File: src/rtl/hazard_ctrl_pkg.sv
`default_nettype none
// ============================================================================
// hazard_ctrl_pkg : shared types and constants for the hazard controller
// Rev 1.0
// ============================================================================
package hazard_ctrl_pkg;

   localparam int          REG_W     = 5;
   localparam logic [31:0] NOP_INSTR = 32'h0000_0013;

   typedef enum logic [1:0] {
      HZ_RUN   = 2'd0,
      HZ_STALL = 2'd1,
      HZ_FLUSH = 2'd2
   } hz_state_e;

   // x0 is hard-wired zero, so a write to it can never create a dependency
   function automatic logic src_match(input logic [REG_W-1:0] rs,
                                      input logic             uses,
                                      input logic [REG_W-1:0] rd);
      return uses && (rd != '0) && (rs == rd);
   endfunction

endpackage
`default_nettype wire

File: src/rtl/hazard_if.sv
`default_nettype none
// ============================================================================
// hazard_if : pipeline-side signals observed and driven by hazard_ctrl
// Rev 1.0
// ============================================================================
interface hazard_if
   import hazard_ctrl_pkg::*;
#(
   parameter int CNT_W = 32
);
   logic [REG_W-1:0] id_rs1;
   logic [REG_W-1:0] id_rs2;
   logic             id_uses_rs1;
   logic             id_uses_rs2;
   logic [REG_W-1:0] idex_rd;
   logic             idex_mem_read;
   logic             idex_reg_write;
   logic [REG_W-1:0] exmem_rd;
   logic             exmem_reg_write;
   logic             exmem_branch_taken;
   logic             pc_write;
   logic             pc_sel_branch;
   logic             ifid_write;
   logic             ifid_flush;
   logic             idex_bubble;
   logic             exmem_flush;
   logic [1:0]       hz_state;
   logic             hz_error;
   logic [CNT_W-1:0] stall_cnt;
   logic [CNT_W-1:0] flush_cnt;

   modport master (
      output id_rs1, id_rs2, id_uses_rs1, id_uses_rs2, idex_rd, idex_mem_read,
             idex_reg_write, exmem_rd, exmem_reg_write, exmem_branch_taken,
      input  pc_write, pc_sel_branch, ifid_write, ifid_flush, idex_bubble,
             exmem_flush, hz_state, hz_error, stall_cnt, flush_cnt
   );

   modport slave (
      input  id_rs1, id_rs2, id_uses_rs1, id_uses_rs2, idex_rd, idex_mem_read,
             idex_reg_write, exmem_rd, exmem_reg_write, exmem_branch_taken,
      output pc_write, pc_sel_branch, ifid_write, ifid_flush, idex_bubble,
             exmem_flush, hz_state, hz_error, stall_cnt, flush_cnt
   );

endinterface
`default_nettype wire

File: src/rtl/hazard_ctrl_perf_cnt.sv
`default_nettype none
// ============================================================================
// hazard_perf_cnt : saturating event counter
// Rev 1.0
// ============================================================================
module hazard_perf_cnt #(
   parameter int W = 32
) (
   input  logic         clock,
   input  logic         reset,
   input  logic         inc,
   output logic [W-1:0] count
);
   logic [W-1:0] count_q;
   logic [W-1:0] count_d;

   always_comb begin
      count_d = count_q;
      if (inc && (count_q != '1)) begin
         count_d = count_q + W'(1);
      end
   end

   always_ff @(posedge clock or posedge reset) begin
      if (reset) begin
         count_q <= '0;
      end else begin
         count_q <= count_d;
      end
   end

   assign count = count_q;

endmodule
`default_nettype wire

File: src/rtl/hazard_ctrl.sv
`default_nettype none
// ============================================================================
// hazard_ctrl : load-use/RAW stall and branch-redirect flush control with
//               stall watchdog; event counters built when HAZARD_CTRL_PERF_EN
// Rev 1.0
// ============================================================================
module hazard_ctrl
   import hazard_ctrl_pkg::*;
#(
   parameter int FORWARDING = 1,
   parameter int MAX_STALL  = 2,
   parameter int CNT_W      = 32
) (
   input  logic    clock,
   input  logic    reset,
   hazard_if.slave hz
);
   localparam int              WD_W     = $clog2(MAX_STALL + 2);
   localparam logic [WD_W-1:0] WD_LIMIT = WD_W'(MAX_STALL);

   logic            dep_idex;
   logic            dep_exmem;
   logic            load_use;
   logic            raw;
   logic            hazard;
   logic            redirect;
   logic            stall;
   hz_state_e       state_q;
   hz_state_e       state_d;
   logic [WD_W-1:0] wd_cnt_q;
   logic [WD_W-1:0] wd_cnt_d;
   logic            hz_error_q;
   logic            hz_error_d;

   always_comb begin
      dep_idex  = src_match(hz.id_rs1, hz.id_uses_rs1, hz.idex_rd)
                | src_match(hz.id_rs2, hz.id_uses_rs2, hz.idex_rd);
      dep_exmem = src_match(hz.id_rs1, hz.id_uses_rs1, hz.exmem_rd)
                | src_match(hz.id_rs2, hz.id_uses_rs2, hz.exmem_rd);
      load_use  = hz.idex_mem_read & dep_idex;
      raw       = load_use | (hz.idex_reg_write & dep_idex)
                | (hz.exmem_reg_write & dep_exmem);
      hazard    = (FORWARDING != 0) ? load_use : raw;
      redirect  = hz.exmem_branch_taken;
      // the stalled instruction is on the wrong path when a branch redirects
      stall     = hazard & ~redirect;
   end

   always_comb begin
      hz.pc_write      = 1'b1;
      hz.ifid_write    = 1'b1;
      hz.pc_sel_branch = 1'b0;
      hz.ifid_flush    = 1'b0;
      hz.idex_bubble   = 1'b0;
      hz.exmem_flush   = 1'b0;
      if (reset) begin
         hz.pc_write    = 1'b0;
         hz.ifid_write  = 1'b0;
         hz.idex_bubble = 1'b1;
      end else if (redirect) begin
         hz.pc_sel_branch = 1'b1;
         hz.ifid_flush    = 1'b1;
         hz.idex_bubble   = 1'b1;
         hz.exmem_flush   = 1'b1;
      end else if (stall) begin
         hz.pc_write    = 1'b0;
         hz.ifid_write  = 1'b0;
         hz.idex_bubble = 1'b1;
      end
   end

   always_comb begin
      state_d = HZ_RUN;
      if (redirect) begin
         state_d = HZ_FLUSH;
      end else if (stall) begin
         state_d = HZ_STALL;
      end
   end

   always_comb begin
      wd_cnt_d = '0;
      if (stall) begin
         wd_cnt_d = (wd_cnt_q == '1) ? wd_cnt_q : wd_cnt_q + WD_W'(1);
      end
      hz_error_d = hz_error_q | (wd_cnt_d > WD_LIMIT);
   end

   always_ff @(posedge clock or posedge reset) begin
      if (reset) begin
         state_q    <= HZ_RUN;
         wd_cnt_q   <= '0;
         hz_error_q <= 1'b0;
      end else begin
         state_q    <= state_d;
         wd_cnt_q   <= wd_cnt_d;
         hz_error_q <= hz_error_d;
      end
   end

   assign hz.hz_state = state_q;
   assign hz.hz_error = hz_error_q;

`ifdef HAZARD_CTRL_PERF_EN
   hazard_perf_cnt #(.W(CNT_W)) u_stall_cnt (
      .clock (clock),
      .reset (reset),
      .inc   (stall),
      .count (hz.stall_cnt)
   );

   hazard_perf_cnt #(.W(CNT_W)) u_flush_cnt (
      .clock (clock),
      .reset (reset),
      .inc   (redirect),
      .count (hz.flush_cnt)
   );
`else
   assign hz.stall_cnt = '0;
   assign hz.flush_cnt = '0;
`endif

endmodule
`default_nettype wire

File: src/flat_wrapper.sv
// flat-port wrapper written by rule: the top's interface ports become plain ports
module hazard_ctrl_flat import hazard_ctrl_pkg::*;
#(
   parameter int FORWARDING = 1,
   parameter int MAX_STALL  = 2,
   parameter int CNT_W      = 32
)
  (clock, reset, hz_id_rs1, hz_id_rs2, hz_id_uses_rs1, hz_id_uses_rs2, hz_idex_rd, hz_idex_mem_read, hz_idex_reg_write, hz_exmem_rd, hz_exmem_reg_write, hz_exmem_branch_taken, hz_pc_write, hz_pc_sel_branch, hz_ifid_write, hz_ifid_flush, hz_idex_bubble, hz_exmem_flush, hz_hz_state, hz_hz_error, hz_stall_cnt, hz_flush_cnt);
  hazard_if #(.CNT_W(CNT_W)) hz_i ();
  input  logic clock;
  input  logic reset;
  input wire logic [$bits(hz_i.id_rs1)-1:0] hz_id_rs1;
  input wire logic [$bits(hz_i.id_rs2)-1:0] hz_id_rs2;
  input wire logic [$bits(hz_i.id_uses_rs1)-1:0] hz_id_uses_rs1;
  input wire logic [$bits(hz_i.id_uses_rs2)-1:0] hz_id_uses_rs2;
  input wire logic [$bits(hz_i.idex_rd)-1:0] hz_idex_rd;
  input wire logic [$bits(hz_i.idex_mem_read)-1:0] hz_idex_mem_read;
  input wire logic [$bits(hz_i.idex_reg_write)-1:0] hz_idex_reg_write;
  input wire logic [$bits(hz_i.exmem_rd)-1:0] hz_exmem_rd;
  input wire logic [$bits(hz_i.exmem_reg_write)-1:0] hz_exmem_reg_write;
  input wire logic [$bits(hz_i.exmem_branch_taken)-1:0] hz_exmem_branch_taken;
  output wire logic [$bits(hz_i.pc_write)-1:0] hz_pc_write;
  output wire logic [$bits(hz_i.pc_sel_branch)-1:0] hz_pc_sel_branch;
  output wire logic [$bits(hz_i.ifid_write)-1:0] hz_ifid_write;
  output wire logic [$bits(hz_i.ifid_flush)-1:0] hz_ifid_flush;
  output wire logic [$bits(hz_i.idex_bubble)-1:0] hz_idex_bubble;
  output wire logic [$bits(hz_i.exmem_flush)-1:0] hz_exmem_flush;
  output wire logic [$bits(hz_i.hz_state)-1:0] hz_hz_state;
  output wire logic [$bits(hz_i.hz_error)-1:0] hz_hz_error;
  output wire logic [$bits(hz_i.stall_cnt)-1:0] hz_stall_cnt;
  output wire logic [$bits(hz_i.flush_cnt)-1:0] hz_flush_cnt;
  assign hz_i.id_rs1 = hz_id_rs1;
  assign hz_i.id_rs2 = hz_id_rs2;
  assign hz_i.id_uses_rs1 = hz_id_uses_rs1;
  assign hz_i.id_uses_rs2 = hz_id_uses_rs2;
  assign hz_i.idex_rd = hz_idex_rd;
  assign hz_i.idex_mem_read = hz_idex_mem_read;
  assign hz_i.idex_reg_write = hz_idex_reg_write;
  assign hz_i.exmem_rd = hz_exmem_rd;
  assign hz_i.exmem_reg_write = hz_exmem_reg_write;
  assign hz_i.exmem_branch_taken = hz_exmem_branch_taken;
  assign hz_pc_write = hz_i.pc_write;
  assign hz_pc_sel_branch = hz_i.pc_sel_branch;
  assign hz_ifid_write = hz_i.ifid_write;
  assign hz_ifid_flush = hz_i.ifid_flush;
  assign hz_idex_bubble = hz_i.idex_bubble;
  assign hz_exmem_flush = hz_i.exmem_flush;
  assign hz_hz_state = hz_i.hz_state;
  assign hz_hz_error = hz_i.hz_error;
  assign hz_stall_cnt = hz_i.stall_cnt;
  assign hz_flush_cnt = hz_i.flush_cnt;
  hazard_ctrl #(.FORWARDING(FORWARDING), .MAX_STALL(MAX_STALL), .CNT_W(CNT_W)) u_core (.clock(clock), .reset(reset), .hz(hz_i));
endmodule
File: config.mk
export PLATFORM = sky130hd
export DESIGN_NAME = hazard_ctrl_flat
export DESIGN_NICKNAME = d
export VERILOG_FILES = /design/src/rtl/hazard_ctrl_pkg.sv /design/src/rtl/hazard_if.sv /design/src/rtl/hazard_ctrl_perf_cnt.sv /design/src/rtl/hazard_ctrl.sv /design/src/flat_wrapper.sv
export SDC_FILE = /design/constraint.sdc
export NUM_CORES = 1
export LEC_CHECK = 0
export ABC_AREA = 1
export CORE_MARGIN = 2
export CORE_UTILIZATION = 26
export CTS_BUF_LIST = sky130_fd_sc_hd__clkbuf_8
export DETAILED_ROUTE_END_ITERATION = 8
export PLACE_DENSITY = 0.78
export RECOVER_POWER = 100
export SLEW_MARGIN = 20
export SYNTH_ARGS = -nofsm -noshare
export SYNTH_HDL_FRONTEND = slang
export SYNTH_HIERARCHICAL = 1
export SYNTH_SLANG_ARGS = --single-unit
File: constraint.sdc
create_clock -name clock -period 0.9 [get_ports clock]
set_clock_uncertainty 0.05 [all_clocks]
set_input_delay 0.09 -clock clock [delete_from_list [all_inputs] [get_ports clock]]
set_output_delay 0.09 -clock clock [all_outputs]
set_load 0.01 [all_outputs]
# Word-level counts from Yosys, hierarchy flattened

Cells that the tools add are included.

Flip-flop bits (word level): 5
Input bits: 28
Output and inout port bits: 73
Logic and storage cells: 30

Add/sub/neg operators: 1
$lt $le $gt $ge: 1
Eq/ne operators: 3
Muxes and demuxes: 12
Bitwise logic cells: 5
Reductions and logical operators: 5

Operator list:

| kind                | number |
|---|---|
| $eq 5x5->1          | 2 |
| $mux 1              | 9 |
| $mux 2              | 3 |
| $reduce_bool 5->1   | 1 |
| $logic_and 1x1->1   | 4 |
| $add 2x1->2 const B | 1 |
| $and 1x1->1         | 2 |
| $eq 2x2->1 const B  | 1 |
| $gt 2x2->1 const B  | 1 |
| $or 1x1->1          | 2 |
| $not 1->1           | 1 |

# Longest topological paths before layout

Gate-level depths: netlist of the first run.

Depth after elaboration: 9
Mapped depth: 10

# Least setup slack after synthesis of the first run

OpenSTA, ideal clock, no wires.

Path type: input port to output port
From: input port hz_idex_rd[2]
To: output port hz_pc_write
Arrival time: 0.803 ns
Data required time: 0.760 ns
Setup slack: -0.043 ns
Stages on the path: 10
Buffers on the path: 1
Cell sequence: inv_2 nand2_1 nand2_1 nor2_1 nand3_1 nand2_2 nand3_4 nand2_2 inv_2 buf_4

Word-level cells in the longest chain between the ends: 9

RTL lines:

| element                        | RTL line              | text |
|---|---|---|
| start, declared                | flat_wrapper.sv:16    | `input wire logic [$bits(hz_i.idex_rd)-1:0] hz_idex_rd;` |
| $reduce_bool 5->1              | hazard_ctrl_pkg.sv:21 | `return uses && (rd != '0) && (rs == rd);` |
| $logic_and 1x1->1 (2 in a row) | hazard_ctrl_pkg.sv:21 |  |
| $or 1x1->1 *                   | hazard_ctrl.sv:37     | `\| src_match(hz.id_rs2, hz.id_uses_rs2, hz.idex_rd);` |
| $and 1x1->1 *                  | hazard_ctrl.sv:40     | `load_use = hz.idex_mem_read & dep_idex;` |
| $and 1x1->1 *                  | hazard_ctrl.sv:46     | `stall = hazard & ~redirect;` |
| $mux 1 * (3 in a row)          | --                    |  |
| end, declared                  | flat_wrapper.sv:22    | `output wire logic [$bits(hz_i.pc_write)-1:0] hz_pc_write;` |

Every way passes the cells marked *; elsewhere a longest branch is shown, timed or not.

# Worst setup path after layout of the first run

From: input port hz_id_rs1[2]
To: output port hz_pc_write

Word-level cells in the longest chain between the ends: 8

RTL lines:

| element           | RTL line              | text |
|---|---|---|
| start, declared   | flat_wrapper.sv:12    | `input wire logic [$bits(hz_i.id_rs1)-1:0] hz_id_rs1;` |
| $eq 5x5->1        | hazard_ctrl_pkg.sv:21 |  |
| $logic_and 1x1->1 | hazard_ctrl_pkg.sv:21 |  |
| $or 1x1->1        | hazard_ctrl.sv:37     |  |
| $and 1x1->1       | hazard_ctrl.sv:40     |  |
| $and 1x1->1       | hazard_ctrl.sv:46     |  |
| $mux 1            | hazard_ctrl.sv:65     | `end else if (stall) begin` |
| $mux 1            | hazard_ctrl.sv:60     | `end else if (redirect) begin` |
| $mux 1            | hazard_ctrl.sv:56     | `if (reset) begin` |

No other way between the ends.

==> impl_metrics.yaml, run 1 <==
worst_setup_path:
  startpoint: "hz_id_rs1[2]"
  startpoint_type: "input port"
  r2r_start: "u_core/wd_cnt_q[1]"
  cp-endpoint: "hz_pc_write"
  rr_worst_depth: 2
  endpoint_kind: "output port"
  r2r_setup_slack_ns: 0.15
  path_class: "in -> out"
  r2r-end: "u_core/wd_cnt_q[0]"
  critPathRequiredTime_ns: 0.76
  cp_max_fo: 3
  cp.arrival_ns: 0.90
grt:
  grt_pass1_vias: 616
  grt_pass1_wl_mm: 2.40
  grt_max_degree: 6
  grt.total_usage_pct: 7.32
  antenna_found_initial: 0
  gr-total-overflow: 0
run_status:
  failed_checks: "negative setup slack"
  status: "finished with violations"
synthesis:
  synthAdderAreaFrac_pct: 0
  synth_compound_area_share_pct: 0.532
  synthMuxAreaShare_pct: 0
  yosys_warnings: 6
  ys_types: 13
  synth-simple-area-share_pct: 24.3
  synth-seq-cells: 5
  yosysSeqAreaShare_pct: 13.3
  synthTopCellsByArea: "buf_4, dfrtp_1, nand2_1"
  avgSynthCellArea_um2: 6.44
  synth_top_family_by_area: "buffers and inverters"
  syn_area_um2: 941
  synthesis.instances: 146
  synth_top_area_share_pct: 53.5
  synth_xor_xnor_area_share_pct: 0
  synth_area_leader_cell: "buf_4"
floorplan:
  die_w_um: 64.2
  core_um2: 3420
  dieArea_um2: 4120
  fp.dieH_um: 64.2
  start_util_pct: 27.5
  design.portCount: 101
  rows: 21
pwr:
  swShare_pct: 36.9
  power.internal_uw: 669
  power_frac_comb_pct: 38.7
  ir_drop_mv: 0.252
  p_seq_share_pct: 21.7
  p_clk_share_pct: 39.6
  leakagePower_uw: 0.000690
  power_density_nw_per_um2: 935
  p_sw_uw: 391
route:
  drt-met1-wl_um: 576
  met3_length_um: 225
  wl_per_cell_um: 7.50
  top_layer_used: "met4"
  wl_mm: 1.67
  drc_errors: 0
  drt_iter0_markers: 23
  firstDrtPassIters: 4
  via_count: 716
  viasPerCell: 3.21
  ant_nets: 0
  wl_met2_um: 847
sta:
  finalHoldViolations: 0
  slew_violations: 0
  rsz0062_at_grt: "yes"
  setup_ws_ns: -0.139
  max_freq_mhz: 963
  period_share_pct: 115
  holdWs_ns: 0.00632
  setup_viol: 3
  fin_crit_ns: 1.04
cts:
  clkSlewWorstSetupHoldPaths_ns: 0.04
  htree_levels: 1
  cts_made_buffers: 3
  cts_root_buf: "clkbuf_8"
  clk_latency_ns: 0.23
  cts_hold_buf: 0
  clock_sinks: 5
  cts_tree: "yes"
  cts_buffer_depth: 2
final_layout:
  fill_cells: 398
  fin_util_pct: 33.2
  drive_gt1_share_pct: 40.1
  final_cell_mix: "conb_1, nand2_2, nand2_1"
  antenna_cells: 0
  areaGrowthSynthToFinish_pct: 20.6
  final_common_cell: "conb_1"
  final_cells: 223
  fin_nets: 206
placement:
  dp.cells: 219
  dp_hpwl_mm: 1.37
  globalplace.congestion: 0.683
  io_buffers: 29
min_path:
  hold_class: "in -> async"
job:
  max-cap-violations: 0
==> cell usage after synthesis <==
library cell and number:
buf_4 67, nand4_1 1, nand2_2 3, nand3_1 4, dfrtp_1 5, inv_1 12, nor2_1 11, conb_1 1
nand2_1 30, inv_2 8, nor2_2 2, nand3_4 1, o21ai_1 1
==> per-layer routing <==
layer / GRT usage [%] / vias to the layer above
met5: 0 / -
met4: 4.79 / 0
met3: 1.94 / 2
met2: 12.8 / 54
met1: 7.72 / 301
li1: - / 359
==> worst min path at each step <==
stage / depth (start not counted) / endpoint / from / slack [ns]
floorplan: 1 / u_core/hz.hz_error / reset / -0.16
global placement: 3 / u_core/hz.hz_state[1] / reset / 0.41
detailed placement: 2 / u_core/hz.hz_error / u_core/hz.hz_error / 0.41
CTS: 3 / u_core/wd_cnt_q[0] / reset / 0.004
global route: 3 / u_core/hz.hz_state[0] / reset / 0.04
finish: 3 / u_core/hz.hz_state[1] / reset / 0.006
==> logic make-up after synthesis <==
logic type	count (synthesis)
AO/OA/AOI/OAI	1
flip-flops	5
AND/OR/NAND/NOR	52
buffers and inverters	87
other	1
==> cell type report <==
cell class,instances,area [µm²],area share (%)
Clock buffer,3,41.3,3.64
Clock inverter,1,3.75,0.331
Inverter,20,90.1,7.94
Multi-Input combinational cell,117,544,48.0
Sequential cell,5,125,11.0
Tap cell,46,57.6,5.07
Timing Repair Buffer,31,273,24.0
==> worst max-delay path, cell delays in order <==
cell and delay [ns]:
buf_2 0.11, nand2_2 0.07, nand2_2 0.06, nor2_2 0.11, nand3_2 0.07, nand2_2 0.10, nand3_4 0.07, nand2_2 0.06
inv_2 0.04, buf_6 0.11
==> state kept, by name (all words and copies together) (netlist names) <==
signal / count
u_core/hz.hz_state: 2
u_core/wd_cnt_q: 2
u_core/hz.hz_error: 1
==> stage by stage <==
step           worst slack, ns  instance area (µm²)  total power [µW]  TNS [ns]
2_1_floorplan          -0.0169                 1190               667   -0.0169
3_3_place_gp             -1.01                 1040               599     -7.32
3_5_place_dp             -1.02                 1040               603     -7.44
4_1_cts                 -0.179                 1040              1010    -0.490
5_1_grt                 -0.220                 1130              1120    -0.641
6_report                -0.139                 1130              1060    -0.367
==> what timing repair did <==
action	CTS	global route
buffers inserted	1	0
resized for setup	117	38
endpoints found under the setup margin	13	5
pin swaps	26	24
cloned	0	0
==> power by group through the flow <==
stage | clock network, µW | logic, µW | registers [µW]
finish | 420 | 410 | 230
global route | 441 | 452 | 230
CTS | 428 | 349 | 230
detailed placement | 0 | 369 | 233
global placement | 0 | 366 | 233
floorplan | 0 | 432 | 235
Power figures use the tool's default switching activity.
==> inputs of run 2 (changes only) <==
CTS_BUF_LIST = default   (was sky130_fd_sc_hd__clkbuf_8)
==> run 2 against run 1 <==
  * The flow still finishes with violations (negative setup slack)
  * Sequential power is essentially flat
  * Critical path type unchanged
  * Register-to-register slack is essentially flat
  * Die area is the same
==> impl_metrics.yaml, run 2 (same netlist as run 1, synthesis figures left out) <==
route:
  firstDrtPassIters: 2
  drt_iter0_markers: 18
  viasPerCell: 3.25
  wl_mm: 1.66
  via_count: 729
  ant_nets: 0
  drc_errors: 0
  wl_per_cell_um: 7.41
grt:
  grt_pass1_vias: 622
  grt_pass1_wl_mm: 2.41
  grt.total_usage_pct: 7.29
  antenna_found_initial: 0
  grt_max_degree: 6
  gr-total-overflow: 0
sta:
  fin_setup_tns_ns: -0.360
  rsz0062_at_grt: "yes"
  setup_ws_ns: -0.134
  setup_viol: 3
  finalHoldViolations: 0
  slew_violations: 0
  fin_crit_ns: 1.03
  max_freq_mhz: 967
  period_share_pct: 115
run_status:
  failed_checks: "negative setup slack"
  status: "finished with violations"
placement:
  io_buffers: 29
  globalplace.congestion: 0.683
  dp_hpwl_mm: 1.37
floorplan:
  design.portCount: 101
  die_w_um: 64.2
  start_util_pct: 27.5
  dieArea_um2: 4120
  core_um2: 3420
  rows: 21
  fp.dieH_um: 64.2
cts:
  cts_buffer_depth: 2
  cts_root_buf: "clkbuf_4"
  clock_sinks: 5
  cts_tree: "yes"
  cts_made_buffers: 3
  htree_levels: 1
  clk_latency_ns: 0.24
  clkSlewWorstSetupHoldPaths_ns: 0.04
final_layout:
  antenna_cells: 0
  areaGrowthSynthToFinish_pct: 19.5
  fin_nets: 207
  fin_util_pct: 32.9
  drive_gt1_share_pct: 40.4
  fill_cells: 401
  final_common_cell: "conb_1"
  final_cell_mix: "conb_1, nand2_2, nand2_1"
pwr:
  ir_drop_mv: 0.212
  leakagePower_uw: 0.000685
  power_density_nw_per_um2: 800
worst_setup_path:
  path_class: "in -> out"
  startpoint_type: "input port"
  startpoint: "hz_id_rs1[0]"
  endpoint_kind: "output port"
  critPathRequiredTime_ns: 0.76
  cp_max_fo: 3
  r2r_start: "u_core/wd_cnt_q[1]"
  cp.arrival_ns: 0.89
  r2r_setup_slack_ns: 0.15
min_path:
  hold_class: "in -> reg"
  min_from: "hz_exmem_branch_taken"
job:
  max-cap-violations: 0
## run 2: path summary, 6_finish.rpt
kind                                               to  cells past startpoint
worst max-delay path                      hz_pc_write                     11
worst min-delay path            u_core/hz.hz_state[1]                      1
worst max register to register     u_core/wd_cnt_q[0]                      2
worst min register to register     u_core/hz.hz_error                      2
max in group asynchronous          u_core/wd_cnt_q[1]                      4
min in group asynchronous          u_core/hz.hz_error                      4
## run 2: power breakdown
group / leakage [µW] / internal, µW / switching, µW
sequential: 0.0000622 / 229 / 0.831
combinational: 0.000607 / 148 / 264
clock: 0.0000150 / 168 / 90.5
total: 0.000685 / 545 / 355
## run 2: final cells by class
class / instances / area [µm²] / area share, %
inverter: 20 / 90.1 / 8.01
timing repair buffer: 32 / 282 / 25.0
tap: 46 / 57.6 / 5.12
sequential: 5 / 125 / 11.1
clock buffer: 4 / 26.3 / 2.34
multi-input combinational: 117 / 544 / 48.4
## run 2: what timing repair did
item                                   CTS  global route
endpoints found under the hold margin    5             0
buffers inserted                         1             0
pin swaps                               26            24
hold buffers                             1             0
setup endpoints to repair               13             6
gates resized for setup                117            38
## run 2: stage by stage
| stage | hold WS (ns) | cells | total power [µW] | area (µm²) | setup WS (ns) |
|---|---|---|---|---|---|
| after global routing | 0.0824 | 224 | 969 | 1120 | -0.209 |
| after floorplan | -0.157 | 209 | 667 | 1190 | -0.0169 |
| final | 0.0768 | 224 | 900 | 1120 | -0.134 |
| after global placement | 0.413 | 219 | 599 | 1040 | -1.01 |
| after detailed placement | 0.413 | 219 | 603 | 1040 | -1.02 |
| after CTS | 0.0705 | 224 | 855 | 1030 | -0.179 |
## run 2: routing by layer
layer	track usage, %	part of all wire, %
met5	0	0
met4	4.79	1.1
met3	1.41	13
met2	13.0	51
met1	7.72	34
## run 2: critical path: stages
cell and delay, ns:
buf_6 0.08, inv_2 0.03, nand2_2 0.06, nand2_2 0.06, nor2_4 0.11, nand3_2 0.08
nand2_2 0.10, nand3_4 0.07, nand2_2 0.06, inv_2 0.04, buf_6 0.11
==> inputs of run 3 (changes only) <==
CORE_MARGIN = default   (was 2)
==> run 3 against run 2 <==
  * The run still ends with negative setup slack left
  * Utilization down 0.74 points
  * Register-to-register slack is essentially flat
  * Global-route usage is 0.52 points higher
  * Clock power hardly changed
  * Hold slack got worse by 0.048 ns
  * Sequential share of layout area rose by 0.34 points
  * Sequential power is essentially flat
  * Maximum frequency down 0.78%
  * Power decreased by 3.3%
==> impl_metrics.yaml, run 3 (same netlist as run 1, synthesis figures left out) <==
run_status:
  status: "finished with violations"
  failed_checks: "negative setup slack"
placement:
  placed_cell_area_um2: 1040
  io_buffers: 29
  globalplace.congestion: 0.708
  dp.cells: 219
  dp_hpwl_mm: 1.31
route:
  firstDrtPassIters: 4
  drc_errors: 0
  wl_per_cell_um: 6.71
  via_count: 719
  ant_nets: 0
  wl_mm: 1.50
  viasPerCell: 3.22
  drt_iter0_markers: 26
worst_setup_path:
  critical_path_buf_inv_count: 3
  path_class: "in -> out"
  path_cells: "clkdlybuf4s15_1, nand2_1, nor2_1, nand3_1, nand2_2, nand3_4, nand2_2, inv_2, buf_6"
  cp.arrival_ns: 0.90
  endpoint_kind: "output port"
  cp_max_fo: 3
  startpoint_type: "input port"
  cpPeakStageDelay_ns: 0.17
  critPathRequiredTime_ns: 0.76
  critPathMostFrequentCell: "nand2_2"
  critPathTopFamily: "simple AND/OR/NAND/NOR gates"
  cpMaxStageDelayCell: "clkdlybuf4s15_1"
grt:
  antenna_found_initial: 0
  grt_max_degree: 6
  grt_pass1_wl_mm: 2.33
  grt.total_usage_pct: 7.81
  grt_pass1_vias: 533
  gr-total-overflow: 0
cts:
  clk_latency_ns: 0.23
  clkSlewWorstSetupHoldPaths_ns: 0.04
  cts_root_buf: "clkbuf_4"
  cts_buffer_depth: 2
  cts_made_buffers: 3
  cts_hold_buf: 0
  cts_tree: "yes"
  htree_levels: 1
  clock_sinks: 5
sta:
  setup_ws_ns: -0.142
  period_share_pct: 116
  max_freq_mhz: 959
  slew_violations: 0
  setup_viol: 4
  finalHoldViolations: 0
  holdWs_ns: 0.0289
  fin_setup_tns_ns: -0.393
  fin_crit_ns: 1.04
  rsz0062_at_grt: "yes"
floorplan:
  dieArea_um2: 3860
  start_util_pct: 27.8
  die_w_um: 62.2
  core_um2: 3390
  design.portCount: 101
  fp.dieH_um: 62.2
  rows: 21
job:
  max-cap-violations: 0
final_layout:
  final_cells: 223
  fill_cells: 395
  final_cell_mix: "conb_1, nand2_1, nand2_2"
  antenna_cells: 0
  multi_input_area_um2: 517
  final_common_cell: "conb_1"
  final_area_um2: 1090
  fin_nets: 206
  regArea_um2: 125
  areaGrowthSynthToFinish_pct: 16.0
  drive_gt1_share_pct: 33.3
pwr:
  power_density_nw_per_um2: 798
  total_power_uw: 870
  leakagePower_uw: 0.000683
  ir_drop_mv: 0.234
min_path:
  hold_class: "in -> async"
run 3: changes by cell type in the layout (fill, tap and decap cells not counted), sizes merged:
| cell | delta |
|---|---|
| buf | +1 |
| clkbuf | -2 |
| clkdlybuf4s15 | +1 |
| dlygate4sd3 | -1 |
run 3: through the flow:
stage          util [%]  setup slack [ns]
6_report           32.2            -0.142
5_1_grt            32.2            -0.194
4_1_cts            30.3            -0.173
3_5_place_dp       30.8             -1.03
3_3_place_gp       30.8             -1.02
2_1_floorplan         -           -0.0169
run 3: timing repair:
action | in CTS | in global routing
resized for setup | 119 | 23
pin swaps | 26 | 19
endpoints found under the setup margin | 13 | 5
setup buffers | 0 | 0
hold endpoints to repair | 0 | 0
run 3: report_power, final:
part,internal [µW],switching (µW)
sequential,229,0.841
combinational,139,247
clock,167,87.2
total,535,335
run 3: worst reg2reg max path, cell delays in order (launching register included):
cell and delay (ns):
dfrtp_1 0.40, nand4_1 0.11, nand2_1 0.07
run 3: worst paths after layout:
path                                             from                    end  slack [ns]  cells after the start
worst max-delay path                   hz_id_uses_rs1          hz_ifid_write       -0.14                      9
worst min-delay path                            reset     u_core/wd_cnt_q[1]        0.03                      3
worst max register to register     u_core/wd_cnt_q[1]     u_core/hz.hz_error        0.16                      2
worst min register to register     u_core/hz.hz_error     u_core/hz.hz_error        0.45                      2
max in group asynchronous                       reset  u_core/hz.hz_state[1]        0.67                      3
min in group clock              hz_exmem_branch_taken  u_core/hz.hz_state[1]        0.07                      1
run 3: final cells by class:
cell class | count | share of cell area (%)
Inverter | 20 | 8.49
Multi-Input combinational cell | 117 | 47.4
Timing Repair Buffer | 31 | 25.0
Tap cell | 46 | 5.28
Clock buffer | 4 | 2.41
Sequential cell | 5 | 11.5
run 3: per-layer routing:
layer	GRT usage (%)	wire length [µm]	part of all wire, %
met2	14.1	765	51
met3	2.39	184	12
met5	0	0	0
met4	4.36	7	0.47
met1	7.89	539	36
